**config.mk**
```make
export PLATFORM = sky130hd
export DESIGN_NAME = fpu_operand_queue_flat
export DESIGN_NICKNAME = d
export VERILOG_FILES = /design/src/rtl/fpu_pkg.sv /design/src/rtl/fpu_operand_queue_if.sv /design/src/rtl/fpu_queue_mem.sv /design/src/rtl/fpu_operand_queue.sv /design/src/flat_wrapper.sv
export SDC_FILE = /design/constraint.sdc
export NUM_CORES = 1
export LEC_CHECK = 0
export ABC_AREA = 1
export BUFFER_PORTS_ARGS = -buffer_cell sky130_fd_sc_hd__buf_4
export CAP_MARGIN = 0
export CORE_MARGIN = 4
export CORE_UTILIZATION = 55
export DETAILED_ROUTE_END_ITERATION = 7
export PLACE_DENSITY = 0.82
export SKIP_CTS_REPAIR_TIMING = 1
export SLEW_MARGIN = 20
export SYNTH_ARGS = -nofsm -noshare
export SYNTH_HDL_FRONTEND = slang
export SYNTH_SLANG_ARGS = --single-unit
```
**constraint.sdc**
```tcl
create_clock -name clock -period 5.59 [get_ports clock]
set_input_delay 0.2795 -clock clock [delete_from_list [all_inputs] [get_ports clock]]
set_output_delay 0.2795 -clock clock [all_outputs]
set_load 0.05 [all_outputs]
```
**src/rtl/fpu_pkg.sv**
```systemverilog
// fpu_pkg: definitions shared by the FPU operand queue files.
//   CMD_W          width of the FPU operation code
//   fpu_cmd_e      operation code encoding (the queue passes codes through untouched)
//   issue_state_e  states of the issue FSM that offers queued requests to the FPU
package fpu_pkg;

  localparam int CMD_W = 4;

  typedef enum logic [CMD_W-1:0] {
    CMD_ADD  = 4'h0,
    CMD_SUB  = 4'h1,
    CMD_MUL  = 4'h2,
    CMD_DIV  = 4'h3,
    CMD_SQRT = 4'h4,
    CMD_CMP  = 4'h5,
    CMD_I2F  = 4'h6,
    CMD_F2I  = 4'h7
  } fpu_cmd_e;

  typedef enum logic [1:0] {
    ST_IDLE  = 2'd0,
    ST_OFFER = 2'd1,
    ST_GAP   = 2'd2
  } issue_state_e;

endpackage

```
**src/rtl/fpu_operand_queue_if.sv**
```systemverilog
// fpu_operand_queue_if: producer side, FPU side and status of the operand queue.
//   producer : in_valid, in_ready, in_a, in_b, in_command
//   FPU      : input_rdy, input_ack, data_a, data_b, command
//   status   : occupancy, empty, full
// Handshakes: a producer word moves on a rising edge where in_valid && in_ready;
// a request moves to the FPU on a rising edge where input_rdy && input_ack.
// in_ready and input_rdy depend only on registered state, never on in_valid or
// input_ack, so either side may look at them before deciding what to drive.
// Modports: slave = the queue, master = whoever drives producer and FPU inputs.
interface fpu_operand_queue_if #(
  parameter int bitness = 32,
  parameter int depth   = 4
);
  localparam int OCC_W = $clog2(depth) + 1;

  logic                      in_valid;
  logic                      in_ready;
  logic [bitness-1:0]        in_a;
  logic [bitness-1:0]        in_b;
  logic [fpu_pkg::CMD_W-1:0] in_command;

  logic                      input_rdy;
  logic                      input_ack;
  logic [bitness-1:0]        data_a;
  logic [bitness-1:0]        data_b;
  logic [fpu_pkg::CMD_W-1:0] command;

  logic [OCC_W-1:0]          occupancy;
  logic                      empty;
  logic                      full;

  modport slave (
    input  in_valid, in_a, in_b, in_command, input_ack,
    output in_ready, input_rdy, data_a, data_b, command, occupancy, empty, full
  );

  modport master (
    output in_valid, in_a, in_b, in_command, input_ack,
    input  in_ready, input_rdy, data_a, data_b, command, occupancy, empty, full
  );

endinterface

```
**src/rtl/fpu_queue_mem.sv**
```systemverilog
// fpu_queue_mem: storage array of the operand queue.
//   i_clk    clock
//   i_we     write enable (one synchronous write port)
//   i_waddr  write address
//   i_wdata  write data
//   i_raddr  read address (asynchronous read port)
//   o_rdata  read data
// Contents are never reset.
module fpu_queue_mem #(
  parameter int WIDTH = 68,
  parameter int DEPTH = 4,
  parameter int AW    = $clog2(DEPTH)
) (
  input  logic             i_clk,
  input  logic             i_we,
  input  logic [AW-1:0]    i_waddr,
  input  logic [WIDTH-1:0] i_wdata,
  input  logic [AW-1:0]    i_raddr,
  output logic [WIDTH-1:0] o_rdata
);

  logic [WIDTH-1:0] r_mem [DEPTH];

  always_ff @(posedge i_clk) begin
    if (i_we) r_mem[i_waddr] <= i_wdata;
  end

  assign o_rdata = r_mem[i_raddr];

endmodule

```
**src/rtl/fpu_operand_queue.sv**
```systemverilog
// fpu_operand_queue: circular-buffer queue between an operand producer and an FPU.
//   clock         rising-edge clock
//   reset         synchronous, active-high reset
//   bus           fpu_operand_queue_if.slave (producer push, FPU issue, status)
//   o_dbg_state   current issue FSM state
//   issued_count  16-bit wrapping count of transfers to the FPU; present only
//                 when FPU_QUEUE_COUNT_EN is defined
// Issue FSM: IDLE waits for an entry, OFFER presents the head until the FPU
// acknowledges it, GAP is one dead cycle after every transfer.
module fpu_operand_queue
  import fpu_pkg::*;
#(
  parameter int bitness = 32,
  parameter int depth   = 4
) (
  input  logic                clock,
  input  logic                reset,
  fpu_operand_queue_if.slave  bus,
  output issue_state_e        o_dbg_state
`ifdef FPU_QUEUE_COUNT_EN
  ,
  output logic [15:0]         issued_count
`endif
);

  localparam int AW    = $clog2(depth);
  localparam int OCC_W = AW + 1;
  localparam int EW    = 2 * bitness + CMD_W;
  localparam logic [OCC_W-1:0] FULL_OCC = OCC_W'(depth);

  issue_state_e     r_state;
  issue_state_e     w_state_next;
  logic [AW-1:0]    r_wptr;
  logic [AW-1:0]    r_rptr;
  logic [OCC_W-1:0] r_occ;
  logic [OCC_W-1:0] w_occ_next;
  logic             w_full;
  logic             w_push;
  logic             w_pop;
  logic             w_input_rdy;
  logic [EW-1:0]    w_wdata;
  logic [EW-1:0]    w_rdata;

  assign w_full = (r_occ == FULL_OCC);
  // Nothing moves on a reset edge, even if the FPU acknowledges.
  assign w_push = bus.in_valid && !w_full && !reset;
  assign w_pop  = (r_state == ST_OFFER) && bus.input_ack && !reset;

  always_comb begin
    w_occ_next = r_occ;
    case ({w_push, w_pop})
      2'b10:   w_occ_next = r_occ + 1'b1;
      2'b01:   w_occ_next = r_occ - 1'b1;
      default: w_occ_next = r_occ;
    endcase
  end

  // Pointers and occupancy. Depth is a power of two, so the pointers wrap
  // from depth-1 to 0 by plain overflow.
  always_ff @(posedge clock) begin
    if (reset) begin
      r_wptr <= '0;
      r_rptr <= '0;
      r_occ  <= '0;
    end else begin
      if (w_push) r_wptr <= r_wptr + 1'b1;
      if (w_pop)  r_rptr <= r_rptr + 1'b1;
      r_occ <= w_occ_next;
    end
  end

  // Issue FSM: state register.
  always_ff @(posedge clock) begin
    if (reset) r_state <= ST_IDLE;
    else       r_state <= w_state_next;
  end

  // Issue FSM: next state. IDLE also looks at the push on this edge so a word
  // written into an empty queue is offered on the very next cycle.
  always_comb begin
    w_state_next = r_state;
    case (r_state)
      ST_IDLE:  if ((r_occ != '0) || w_push) w_state_next = ST_OFFER;
      ST_OFFER: if (bus.input_ack)           w_state_next = ST_GAP;
      ST_GAP:   w_state_next = (r_occ != '0) ? ST_OFFER : ST_IDLE;
      default:  w_state_next = ST_IDLE;
    endcase
  end

  // Issue FSM: outputs.
  always_comb begin
    w_input_rdy = 1'b0;
    if (r_state == ST_OFFER) w_input_rdy = 1'b1;
  end

  assign w_wdata = {bus.in_a, bus.in_b, bus.in_command};

  fpu_queue_mem #(
    .WIDTH (EW),
    .DEPTH (depth)
  ) u_mem (
    .i_clk   (clock),
    .i_we    (w_push),
    .i_waddr (r_wptr),
    .i_wdata (w_wdata),
    .i_raddr (r_rptr),
    .o_rdata (w_rdata)
  );

  // The read port follows the read pointer, so the head stays put while OFFER
  // waits for the acknowledge.
  assign bus.data_a    = w_rdata[EW-1 -: bitness];
  assign bus.data_b    = w_rdata[CMD_W +: bitness];
  assign bus.command   = w_rdata[CMD_W-1:0];
  assign bus.input_rdy = w_input_rdy;
  assign bus.in_ready  = !w_full;
  assign bus.occupancy = r_occ;
  assign bus.empty     = (r_occ == '0);
  assign bus.full      = w_full;
  assign o_dbg_state   = r_state;

`ifdef FPU_QUEUE_COUNT_EN
  logic [15:0] r_issued_count;

  always_ff @(posedge clock) begin
    if (reset)      r_issued_count <= '0;
    else if (w_pop) r_issued_count <= r_issued_count + 16'd1;
  end

  assign issued_count = r_issued_count;
`endif

endmodule

```
**src/flat_wrapper.sv**
```systemverilog
// flat-port wrapper written by rule: the top's interface ports become plain ports
module fpu_operand_queue_flat import fpu_pkg::*;
#(
  parameter int bitness = 32,
  parameter int depth   = 4
)
  (clock, reset, o_dbg_state, bus_in_valid, bus_in_a, bus_in_b, bus_in_command, bus_input_ack, bus_in_ready, bus_input_rdy, bus_data_a, bus_data_b, bus_command, bus_occupancy, bus_empty, bus_full);
  fpu_operand_queue_if #(.bitness(bitness), .depth(depth)) bus_i ();
  input  logic clock;
  input  logic reset;
  output issue_state_e o_dbg_state;
  input wire logic [$bits(bus_i.in_valid)-1:0] bus_in_valid;
  input wire logic [$bits(bus_i.in_a)-1:0] bus_in_a;
  input wire logic [$bits(bus_i.in_b)-1:0] bus_in_b;
  input wire logic [$bits(bus_i.in_command)-1:0] bus_in_command;
  input wire logic [$bits(bus_i.input_ack)-1:0] bus_input_ack;
  output wire logic [$bits(bus_i.in_ready)-1:0] bus_in_ready;
  output wire logic [$bits(bus_i.input_rdy)-1:0] bus_input_rdy;
  output wire logic [$bits(bus_i.data_a)-1:0] bus_data_a;
  output wire logic [$bits(bus_i.data_b)-1:0] bus_data_b;
  output wire logic [$bits(bus_i.command)-1:0] bus_command;
  output wire logic [$bits(bus_i.occupancy)-1:0] bus_occupancy;
  output wire logic [$bits(bus_i.empty)-1:0] bus_empty;
  output wire logic [$bits(bus_i.full)-1:0] bus_full;
  assign bus_i.in_valid = bus_in_valid;
  assign bus_i.in_a = bus_in_a;
  assign bus_i.in_b = bus_in_b;
  assign bus_i.in_command = bus_in_command;
  assign bus_i.input_ack = bus_input_ack;
  assign bus_in_ready = bus_i.in_ready;
  assign bus_input_rdy = bus_i.input_rdy;
  assign bus_data_a = bus_i.data_a;
  assign bus_data_b = bus_i.data_b;
  assign bus_command = bus_i.command;
  assign bus_occupancy = bus_i.occupancy;
  assign bus_empty = bus_i.empty;
  assign bus_full = bus_i.full;
  fpu_operand_queue #(.bitness(bitness), .depth(depth)) u_core (.clock(clock), .reset(reset), .bus(bus_i), .o_dbg_state(o_dbg_state));
endmodule
```
# == Yosys cells after proc, flatten, opt, wreduce, memory -nomap -nowiden ==
# Memory sizes are Yosys's and may differ from the RTL's. A register that Yosys moved wholly into a read port is not among the register bits.
# Index checks and enable logic that the tools add are counted.
# op_classes
reduce_logical,12
n_eq_ne,7
n_addsub,4
muxes,10
# ops
operator,count
2-bit two-way mux,4
2-bit one-hot mux with 3 select lines,1
3-bit one-hot mux with 2 select lines,1
2-bit by 1-bit adder with 2-bit output (second input constant),2
2-bit by 1-bit == test with 1-bit output (second input constant),2
2-bit == test (second input constant),2
1-bit logical AND,4
1-bit two-way mux,4
3-bit by 1-bit adder with 3-bit output (second input constant),1
3-bit == test (second input constant),1
3-bit logical NOT,1
3-bit nonzero test,1
3-bit by 1-bit subtractor with 3-bit output (second input constant),1
1-bit logical NOT,2
2-bit logical NOT,1
2-bit by 1-bit != test with 1-bit output (second input constant),1
2-bit != test (second input constant),1
2-bit AND reduction,1
2-bit nonzero test,1
1-bit logical OR,1
# word_totals
memories,1
register_bits,9
in_bits,72
ram_bits,272
out_inout_bits,77
elab_cells,38
# mem_list
name,words,word_bits,rd,rd_clocked_by_memory_dff,write_ports,line_no,text
u_core.u_mem.r_mem,4,68,1,1,1,fpu_queue_mem.sv:22,logic [WIDTH-1:0] r_mem [DEPTH];

# == Longest topological paths before layout ==
# Gate-level depths: netlist (run 1).
# depth
depth_word,7
depth_mapped,12
mapped_depth_nobuf,12

# == By module ==
# A second synthesis (run 1) with hierarchy kept.
# unflattened
hier_cells,1132
area_unflattened_um2,11845.1
# modules_own_cells
mod,instances,area_each_um2,seq_area_each_um2,cells_each
fpu_queue_mem,1,11410.9,8167.8,1073
fpu_operand_queue,1,434.2,180.2,59

# == Worst setup path after synthesis (run 1) ==
# OpenSTA, ideal clock, no wires.
# synth_path
path_kind,reg2reg
from,"register u_core.r_occ[1], in the netlist u_core.bus.occupancy[1]"
to,memory u_core.u_mem.r_mem[0][0] (enable)
t_arrival_ns,4.395
synth_period_minus_slack_ns,4.889
path_stages_with_launch,5
setup_ns,0.495
path_slack_ns,0.701
path_buffers,0
required_time_ns,5.095
path_cell_list,dfxtp_1 inv_1 nand3_1 nand2_2 nor2_1
# synth_between
elab_chain_len,6
# synth_lines
item,line_no,text
"start, declared",fpu_operand_queue.sv:35,logic [OCC_W-1:0] r_occ;
"start signal, assigned",fpu_operand_queue.sv:68,r_occ <= w_occ_next;
3-bit == test,fpu_operand_queue.sv:44,assign w_full = (r_occ == FULL_OCC);
1-bit logical NOT,n/a,
net bus_in_ready,flat_wrapper.sv:17,output wire logic [$bits(bus_i.in_ready)-1:0] bus_in_ready;
1-bit logical AND (2 in a row),fpu_operand_queue.sv:46,assign w_push = bus.in_valid && !w_full && !reset;
1-bit two-way mux,fpu_queue_mem.sv:25,if (i_we) r_mem[i_waddr] <= i_wdata;
1-bit two-way mux (not written as such),fpu_queue_mem.sv:25,
"end, declared",fpu_queue_mem.sv:22,
# The timed path passes the listed nets, and every way through them passes these cells.

==> results_dict.tcl, run 1 <==
set metrics [dict create \
    async_flop_share_pct 0 \
    grt_first_pass_wirelength_um 34100 \
    fillCellCount 1197 \
    nNetsFinal 1025 \
    fp-row-count 50 \
    crit_top_cell "buf_4" \
    synthCells 736 \
    synthXorXnorAreaFrac_pct 0.0825 \
    clock.fmax_mhz 289 \
    io_buffers 148 \
    synth.distinct_cells 22 \
    yosysTopAreaCell "edfxtp_1" \
    slowest_stage "clkinv_2" \
    whs_path_depth 3 \
    cts.path.max_buffers 3 \
    detail_route.wl_per_cell_um 18.8 \
    tightestPinTransition_ns 1.02 \
    cts_tree "built" \
    total_power_uw 4780 \
    numClockSinks 283 \
    dpl.hpwl_um 12400 \
    reg2reg_depth 5 \
    synth_most_common_cell "edfxtp_1" \
    first_pass_iters 5 \
    p_per_area_mw_per_mm2 354 \
    synth_fp_nets 814 \
    fin_skew_ns 0.00714 \
    start_util_pct 56.4 \
    synthMuxAreaShare_pct 0 \
    die_area_mm2 0.0216 \
    crit_type "reg -> out" \
    synth_ff_type "edfxtp_1" \
    synth-edff-count 272 \
    synth_seq_cells 283 \
    final_max_slew_viol_count 0 \
    worst_hold_path_type "in -> reg" \
    final_cell_count_no_fill 1231 \
    post-place-cells 1108 \
    worst_setup_path_end_kind "primary output" \
    synth-seq-area-share_pct 79.0 \
    grt_start_max_net_pins 137 \
    cap_viol_max_count 0 \
    rsz0062_at_grt "false" \
    setup_viol 0 \
    power_leakage_uw 0.00484 \
    ir_worst_vdd_uv 241 \
    die_w_um 147 \
    drt-initial-drc-count 567 \
    htreeDepth 1 \
    start_kind "flip-flop" \
    hold_viol 0 \
    worstReg2RegStart "u_core.bus.occupancy[0]" \
    rr_endpoint "u_core.u_mem.r_mem[3][25]" \
    required_ns 5.31 \
    drt-total-wl_um 23100 \
    overflow 0 \
    slowest_delay_ns 1.00 \
    clockRootBuffer "clkbuf_16" \
    antenna_found_initial 0 \
    numCtsBuffers 28 \
    areaGrowthSynthToFinish_pct 27.4 \
    syn_area_per_cell_um2 14.4 \
    grt_pass1_vias 6495 \
    grt_usage_pct 19.7 \
    min_period_ns 3.46 \
    whs_endpoint "u_core.o_dbg_state[0]" \
    drive_above_1_share_pct 21.6 \
    antenna_left 0 \
    synth_common_cells "272 x edfxtp_1, 148 x nor2_1, 134 x o21ai_0" \
    coreArea_mm2 0.0188 \
    via_per_inst 5.54 \
    clkLatencyLatePin_ns 0.52 \
    clk_pin_slew_ns 0.06 \
    hold_path.startpoint "bus_input_ack" \
    post-route-util_pct 71.8 \
    cp_cell_sequence "buf_4 > clkinv_2 > o21ai_0 > o22ai_1 > buf_4" \
    rrSetupSlack_ns 2.98 \
    synthAdderAreaFrac_pct 0.778 \
    ys_warn_count 0 \
    drc 0 \
    yosys.area_share.simple_pct 6.17 \
    worstPathArrival_ns 3.18 \
    post-route-period-util_pct 62.0 \
    place_congestion 0.769 \
    status "finished clean" \
    vias 6815 \
    synth_top_family_by_area "compound AO/OA/AOI/OAI gates" \
    synth_compound_area_share_pct 10.8 \
    syn_area_mm2 0.0106 \
    synth_top_cell_area_share_pct 76.9 \
    pin_count 149 \
    relSlewSlack_pct 32.1 \
    fp.dieH_um 147 \
    yosys-top-cells-area "edfxtp_1 77%, o21ai_0 6.3%, nor2_1 5.2%, o22ai_1 4.0%, dfxtp_1 2.1%" \
    fin_tns_setup_ns 0 \
    cp_max_fo 69 \
]
sequential cells by signal (all words and copies together), names as in the netlist, named ones only:
signal and flops:
u_core.u_mem.r_mem 272, u_core.o_dbg_state 2, u_core.r_wptr 2, u_core.r_rptr 2, u_core.bus.occupancy 3
report_power, final:
| part | leakage [uW] | switching, uW | internal, uW |
|---|---|---|---|
| sequential | 0.00256 | 20.2 | 2380 |
| clock | 0.000452 | 743 | 1120 |
| combinational | 0.00183 | 349 | 166 |
metrics by stage:
stage / hold WS [ns] / setup slack [ns] / area, um^2
after floorplan: 0.349 / 0.701 / 10600
after global placement: 0.476 / 2.82 / 11900
after detailed placement: 0.477 / 2.91 / 11900
after CTS: -0.0657 / 2.26 / 12800
after global routing: 0.0417 / 1.94 / 13500
final: 0.0319 / 2.13 / 13500
worst max-delay path, delay by kind of cell (launching register included):
family | cells | cell delay (ns)
buf+inv | 3 | 1.78
flops | 1 | 0.31
compound gates | 2 | 0.57
worst max-delay path by stage:
stage                                end  slack (ns)
6_report                  bus_data_a[23]        2.13
5_1_grt                   bus_data_a[23]        1.94
4_1_cts                   bus_data_a[23]        2.26
3_5_place_dp   u_core.u_mem.r_mem[3][30]        2.91
3_3_place_gp    u_core.u_mem.r_mem[2][3]        2.82
2_1_floorplan   u_core.u_mem.r_mem[0][0]        0.70
kinds of logic (layout without fill, tap and decap cells):
group	after synthesis	count (layout)
buffers and inverters	63	296
and+or+nand+nor	171	171
other	0	2
AOI/OAI and AO/OA	212	212
DFF	283	283
adders and majority gates	6	6
xor gates and xnor gates	1	1
layout by cell type (no fill, tap or decap), types with 4 or more instances in the layout:
cell type      Yosys  final
dlygate4sd3_1      0     69
o22ai_1           68     68
a21oi_1            5      5
clkinv_2           0      5
inv_1             16     16
clkinv_1           0      5
edfxtp_1         272    272
o21ai_0          134    134
clkbuf_1          11      6
clkbuf_16          0     29
nor2_4             0      4
nand3_1            5      5
nor2_1           148    144
nand2_1           15     15
dfxtp_1           11      9
o21ai_1            5      5
ha_1               5      5
buf_4              0    154
per-layer routing:
metal | up-vias | wire (um) | global-route usage, %
li1 | 3169 | - | -
met5 | - | 0 | 0
met2 | 252 | 11300 | 32.2
met1 | 3353 | 9810 | 27.0
met3 | 41 | 1610 | 4.69
met4 | 0 | 400 | 5.13
final cells by class:
class | count | area [um^2] | area share, %
Clock buffer | 38 | 790 | 5.84
Multi-Input combinational cell | 390 | 1920 | 14.2
Antenna cell | 2 | 5.00 | 0.0370
Inverter | 20 | 81.3 | 0.601
Tap cell | 260 | 325 | 2.40
Timing Repair Buffer | 224 | 1870 | 13.8
Sequential cell | 283 | 8390 | 62.0
Clock inverter | 14 | 144 | 1.06
Note: power is estimated with default switching activity, not from simulation.
==> inputs of run 2 (changes only) <==
--- a/config.mk
+++ b/config.mk
@@ -5,7 +5,7 @@
 export SDC_FILE = /design/constraint.sdc
 export NUM_CORES = 1
 export LEC_CHECK = 0
-export ABC_AREA = 1
+export ABC_AREA = 0
 export BUFFER_PORTS_ARGS = -buffer_cell sky130_fd_sc_hd__buf_4
 export CAP_MARGIN = 0
 export CORE_MARGIN = 4
==> constraint.sdc (replaced) <==
create_clock -name clock -period 3.65 [get_ports clock]
set_input_delay 0.1825 -clock clock [delete_from_list [all_inputs] [get_ports clock]]
set_output_delay 0.1825 -clock clock [all_outputs]
set_load 0.05 [all_outputs]
==> run 2 against run 1 <==
Sequential share of layout area is 1.8 points higher. Hold slack got worse by 0.018 ns. Total power increased by 49%. Via count is 28% lower. Clock power grew 29%. Synthesized cell count shrank 44%. Global-route usage fell by 1.8 points. Highest routed layer unchanged.
==> results_dict.tcl, run 2 <==
set metrics [dict create \
    tightestPinTransition_ns 1.05 \
    rrSetupSlack_ns 1.26 \
    ys_warn_count 0 \
    rsz0062_at_grt "false" \
    fillCellCount 1118 \
    hold_viol 0 \
    grt_pass1_vias 5112 \
    syn_area_per_cell_um2 25.1 \
    reg2reg_depth 10 \
    cp_max_fo 41 \
    hold_path.startpoint "bus_in_valid" \
    synth_common_cells "272 x edfxtp_1, 68 x mux4_2, 11 x dfxtp_1, 11 x nor2_1, 6 x inv_1" \
    ir_worst_vdd_uv 373 \
    synth-edff-count 272 \
    overflow 0 \
    final_max_slew_viol_count 0 \
    coreArea_mm2 0.0186 \
    fp.dieH_um 145 \
    dpl.hpwl_um 11100 \
    fp-row-count 50 \
    cap_viol_max_count 0 \
    antenna_cells 0 \
    vias 4912 \
    grt_usage_pct 17.8 \
    fin_skew_ns 0.0202 \
    first_pass_iters 4 \
    largest_reg_flops 272 \
    rr_endpoint "u_core.bus.occupancy[2]" \
    grt_first_pass_wirelength_um 29400 \
    syn_area_mm2 0.0104 \
    yosys-top-cells-area "edfxtp_1 79%, mux4_2 15%, dfxtp_1 2.1%, ha_1 0.60%, buf_12 0.58%" \
    detail_route.wl_per_cell_um 21.6 \
    synth_ff_type "edfxtp_1" \
    fin_tns_setup_ns 0 \
    start_util_pct 55.8 \
    cts_tree "built" \
    post-route-period-util_pct 73.5 \
    place_congestion 0.745 \
    required_ns 3.47 \
    clkLatencyLatePin_ns 0.52 \
    synthAdderAreaFrac_pct 0.794 \
    synth_most_common_cell "edfxtp_1" \
    yosys.area_share.simple_pct 1.31 \
    grt_start_max_net_pins 69 \
    yosysTopAreaCell "edfxtp_1" \
    drc 0 \
    whs_path_depth 3 \
    relSlewSlack_pct 30.1 \
    clk_pin_slew_ns 0.06 \
    synthXorXnorAreaFrac_pct 0.337 \
    status "finished clean" \
    areaGrowthSynthToFinish_pct 26.5 \
    start_kind "flip-flop" \
    synth-seq-area-share_pct 80.7 \
    htreeDepth 1 \
    synth_seq_cells 283 \
    clockRootBuffer "clkbuf_16" \
    most-common-layout-cells "272 x edfxtp_1, 148 x buf_4, 69 x dlygate4sd3_1" \
    numCtsBuffers 27 \
    drt-initial-drc-count 374 \
    dpl_cell_area_mm2 0.0117 \
    synth_fp_nets 493 \
    cts.path.max_buffers 3 \
    synthCells 415 \
    pin_count 149 \
    synth_top_family_by_area "multiplexers" \
    async_flop_share_pct 0 \
    antenna_left 0 \
    p_per_area_mw_per_mm2 541 \
    final_cell_area_mm2 0.0132 \
    synth_top_cell_area_share_pct 78.6 \
    worst_hold_path_type "in -> reg" \
    synthMuxAreaShare_pct 14.9 \
    nNetsFinal 723 \
    die_area_mm2 0.0212 \
    drive_above_1_share_pct 39.0 \
    die_w_um 145 \
    antenna_found_initial 0 \
    synth.distinct_cells 28 \
    worstPathArrival_ns 2.50 \
    via_per_inst 5.47 \
    layout_commonest_cell "edfxtp_1" \
    setup_viol 0 \
    worst_setup_path_end_kind "primary output" \
    power_leakage_uw 0.00445 \
    regMostFlops "u_core.u_mem.r_mem" \
    clock.fmax_mhz 373 \
    drt-total-wl_um 19400 \
    io_buffers 148 \
    worstReg2RegStart "u_core.bus.occupancy[2]" \
    numClockSinks 283 \
    crit_type "reg -> out" \
    min_period_ns 2.68 \
    synth_compound_area_share_pct 0.385 \
    whs_endpoint "u_core.r_wptr[0]" \
]
==> run 2: layer usage <==
layer / vias to the layer above / GRT usage (%) / share of wire [%]
li1: 2206 / - / -
met1: 2501 / 24.2 / 41
met2: 185 / 30.0 / 52
met4: 0 / 3.47 / 1.2
met5: - / 0 / 0
met3: 20 / 4.80 / 6.7
==> run 2: logic make-up (layout without fill, tap and decap cells) <==
group	after synthesis	in the layout
compound gates	6	6
xor+xnor	4	4
fa+ha+maj	6	6
buf+inv	24	273
flops	283	283
mux	69	69
simple gates	23	23
==> run 2: final cells by class <==
type,instances,area [um^2],area share (%)
Multi-Input combinational cell,108,1850,14.1
Inverter,7,28.8,0.219
Clock inverter,15,62.6,0.476
Sequential cell,283,8400,63.8
Tap cell,234,293,2.23
Clock buffer,33,698,5.31
Timing Repair Buffer,218,1820,13.9
==> run 2: worst max path at each step <==
stage                            startpoint                        end  cells after the start
floorplan           u_core.bus.occupancy[0]   u_core.u_mem.r_mem[0][0]                      4
global placement    u_core.bus.occupancy[2]  u_core.u_mem.r_mem[0][42]                      4
detailed placement  u_core.bus.occupancy[2]    u_core.bus.occupancy[2]                     10
CTS                               flip-flop             bus_data_a[21]                      3
global route                      flip-flop             bus_data_a[21]                      3
finish                            flip-flop             bus_data_a[23]                      3
==> run 2: power by group <==
| part | leakage [uW] | internal [uW] | total, uW | switching [uW] |
|---|---|---|---|---|
| Combinational | 0.00151 | 381 | 967 | 586 |
| Clock | 0.000375 | 1350 | 2420 | 1070 |
| Sequential | 0.00256 | 3670 | 3730 | 58.7 |
| Total | 0.00445 | 5400 | 7120 | 1720 |
==> run 2: critical path: stages (launching register included) <==
cell and delay, ns:
dfxtp_4 0.72, buf_12 0.37, mux4_2 0.60, buf_4 0.22
==> run 2: stage by stage <==
stage,cells,setup slack [ns],util [%],hold slack [ns],power (uW)
global placement,781,1.44,62.8,0.382,4690
CTS,829,0.906,66.8,-0.154,7110
global route,898,0.769,70.5,0.0335,7380
detailed placement,781,1.26,62.8,0.386,4710
finish,898,0.967,70.5,0.0136,7120
floorplan,415,0.111,-,0.281,4420
==> inputs of run 3 (changes only) <==
--- a/config.mk
+++ b/config.mk
@@ -5,7 +5,7 @@
 export SDC_FILE = /design/constraint.sdc
 export NUM_CORES = 1
 export LEC_CHECK = 0
-export ABC_AREA = 0
+export ABC_AREA = 1
 export BUFFER_PORTS_ARGS = -buffer_cell sky130_fd_sc_hd__buf_4
 export CAP_MARGIN = 0
 export CORE_MARGIN = 4
==> constraint.sdc (replaced) <==
create_clock -name clock -period 2.75 [get_ports clock]
set_input_delay 0.1375 -clock clock [delete_from_list [all_inputs] [get_ports clock]]
set_output_delay 0.1375 -clock clock [all_outputs]
set_load 0.05 [all_outputs]
==> run 3 against run 2 <==
Clock power rose by 64%. Worst setup slack got worse by 0.61 ns. Largest cell class unchanged. Critical endpoint is now bus_data_a[12]. Via count rose by 38%. Cell count is 38% higher. Sequential power is 31% higher. Critical path type unchanged.
==> results_dict.tcl, run 3 (synthesis gave the netlist of run 1 again) <==
set metrics [dict create \
    fin_tns_setup_ns 0 \
    antenna_left 0 \
    grt_first_pass_wirelength_um 33300 \
    relSlewSlack_pct 52.7 \
    areaGrowthSynthToFinish_pct 29.0 \
    total_power_uw 9910 \
    clockRootBuffer "clkbuf_16" \
    die_w_um 147 \
    rrSetupSlack_ns 0.78 \
    clkLatencyLatePin_ns 0.52 \
    grt_usage_pct 19.3 \
    numCtsBuffers 29 \
    post-route-period-util_pct 86.9 \
    drive_above_1_share_pct 23.2 \
    final_max_slew_viol_count 0 \
    worst_hold_path_type "in -> reg" \
    layout_commonest_cell "edfxtp_1" \
    worstReg2RegStart "u_core.bus.occupancy[1]" \
    crit_type "reg -> out" \
    reg2reg_depth 12 \
    antenna_found_initial 0 \
    clk_pin_slew_ns 0.06 \
    nNetsFinal 1038 \
    slowest_delay_ns 0.55 \
    final_cell_count_no_fill 1242 \
    place_congestion 0.721 \
    fp-row-count 50 \
    tightestPinTransition_ns 0.709 \
    fillCellCount 1165 \
    via_per_inst 5.44 \
    rsz0062_at_grt "false" \
    grt_pass1_vias 6570 \
    cap_viol_max_count 0 \
    ir_worst_vdd_uv 567 \
    clock.fmax_mhz 419 \
    antenna_cells 0 \
    most-common-layout-cells "272 x edfxtp_1, 163 x buf_4, 144 x nor2_1" \
    largest_reg_flops 272 \
    worst_setup_path_end_kind "primary output" \
    cp_cell_sequence "buf_4 > o21ai_0 > o22ai_1 > buf_4" \
    drt-total-wl_um 22800 \
    required_ns 2.61 \
    fp.dieH_um 147 \
    endpoint "bus_data_a[12]" \
    vias 6759 \
    drc 0 \
    grt_start_max_net_pins 75 \
    regMostFlops "u_core.u_mem.r_mem" \
    hold_viol 0 \
    pin_count 149 \
    overflow 0 \
    io_buffers 148 \
    rr_endpoint "u_core.bus.occupancy[2]" \
    post-place-cells 1119 \
    dpl.hpwl_um 12500 \
    start_kind "flip-flop" \
    fin_skew_ns 0.00757 \
    cp_max_fo 74 \
    power_leakage_uw 0.00494 \
    status "finished clean" \
    p_per_area_mw_per_mm2 724 \
    numClockSinks 283 \
    cts.path.max_buffers 3 \
    first_pass_iters 4 \
    crit_top_cell "buf_4" \
    die_area_mm2 0.0216 \
    detail_route.wl_per_cell_um 18.3 \
    slowest_stage "buf_4" \
    setup_viol 0 \
    drt-initial-drc-count 497 \
    cts_tree "built" \
    start_util_pct 56.4 \
    coreArea_mm2 0.0188 \
    htreeDepth 1 \
    min_period_ns 2.39 \
    worstPathArrival_ns 2.25 \
]
-- run 3: cell types whose count changed in the layout (fill, tap and decap cells not counted), sizes merged, moves of 5 or more --
cell	previous run	this run
nor2	11	149
buf	149	166
o22ai	0	68
o21ai	1	139
nand2	0	16
and2	5	0
nand3	0	5
clkinv	15	9
bufinv	0	5
inv	7	20
mux4	68	0
-- run 3: layer usage --
metal | GRT usage, % | share of wire, % | routed length (um) | vias up
li1 | - | - | - | 3195
met1 | 24.8 | 40 | 9150 | 3280
met5 | 0 | 0 | 0 | -
met3 | 3.82 | 6.2 | 1420 | 34
met4 | 4.99 | 2.2 | 505 | 0
met2 | 34.0 | 51 | 11700 | 250
-- run 3: final cells by class --
cell class	instances	area, um^2	area share, %
inverters	20	80.1	0.584
clock inverters	17	215	1.57
multi-input cells	390	1930	14.1
repair buffers	236	1980	14.5
clock buffers	36	772	5.63
flip-flops and latches	283	8400	61.3
well taps	260	325	2.37
-- run 3: through the flow --
stage | cell area [um^2] | utilization [%] | setup slack, ns | hold WS [ns]
after detailed placement | 12000 | 63.8 | 0.806 | 0.339
after global routing | 13700 | 72.8 | 0.217 | 0.0896
after CTS | 13000 | 69.0 | 0.380 | -0.216
after floorplan | 10700 | - | 0.110 | 0.207
after global placement | 12000 | 63.8 | 0.859 | 0.338
final | 13700 | 72.8 | 0.361 | 0.0487
-- run 3: critical path, delay by kind of cell (launching register included) --
family	cells	cell delay (ns)
buffers and inverters	2	0.81
AO/OA/AOI/OAI	2	0.50
flip-flops	1	0.37
-- run 3: how the worst min path moves through the flow --
stage / from / cells past startpoint / endpoint
final: bus_in_valid / 5 / u_core.r_wptr[0]
after floorplan: reset / 1 / u_core.o_dbg_state[0]
after detailed placement: bus_in_a[27] / 1 / u_core.u_mem.r_mem[3][63]
after CTS: bus_in_a[10] / 1 / u_core.u_mem.r_mem[1][46]
after global placement: bus_in_b[21] / 1 / u_core.u_mem.r_mem[1][25]
after global routing: bus_in_valid / 5 / u_core.r_wptr[1]
-- run 3: report_power, final --
part / switching [uW] / leakage (uW) / internal (uW)
clock network: 1520 / 0.000479 / 2450
registers: 31.2 / 0.00256 / 4840
logic: 715 / 0.00189 / 349
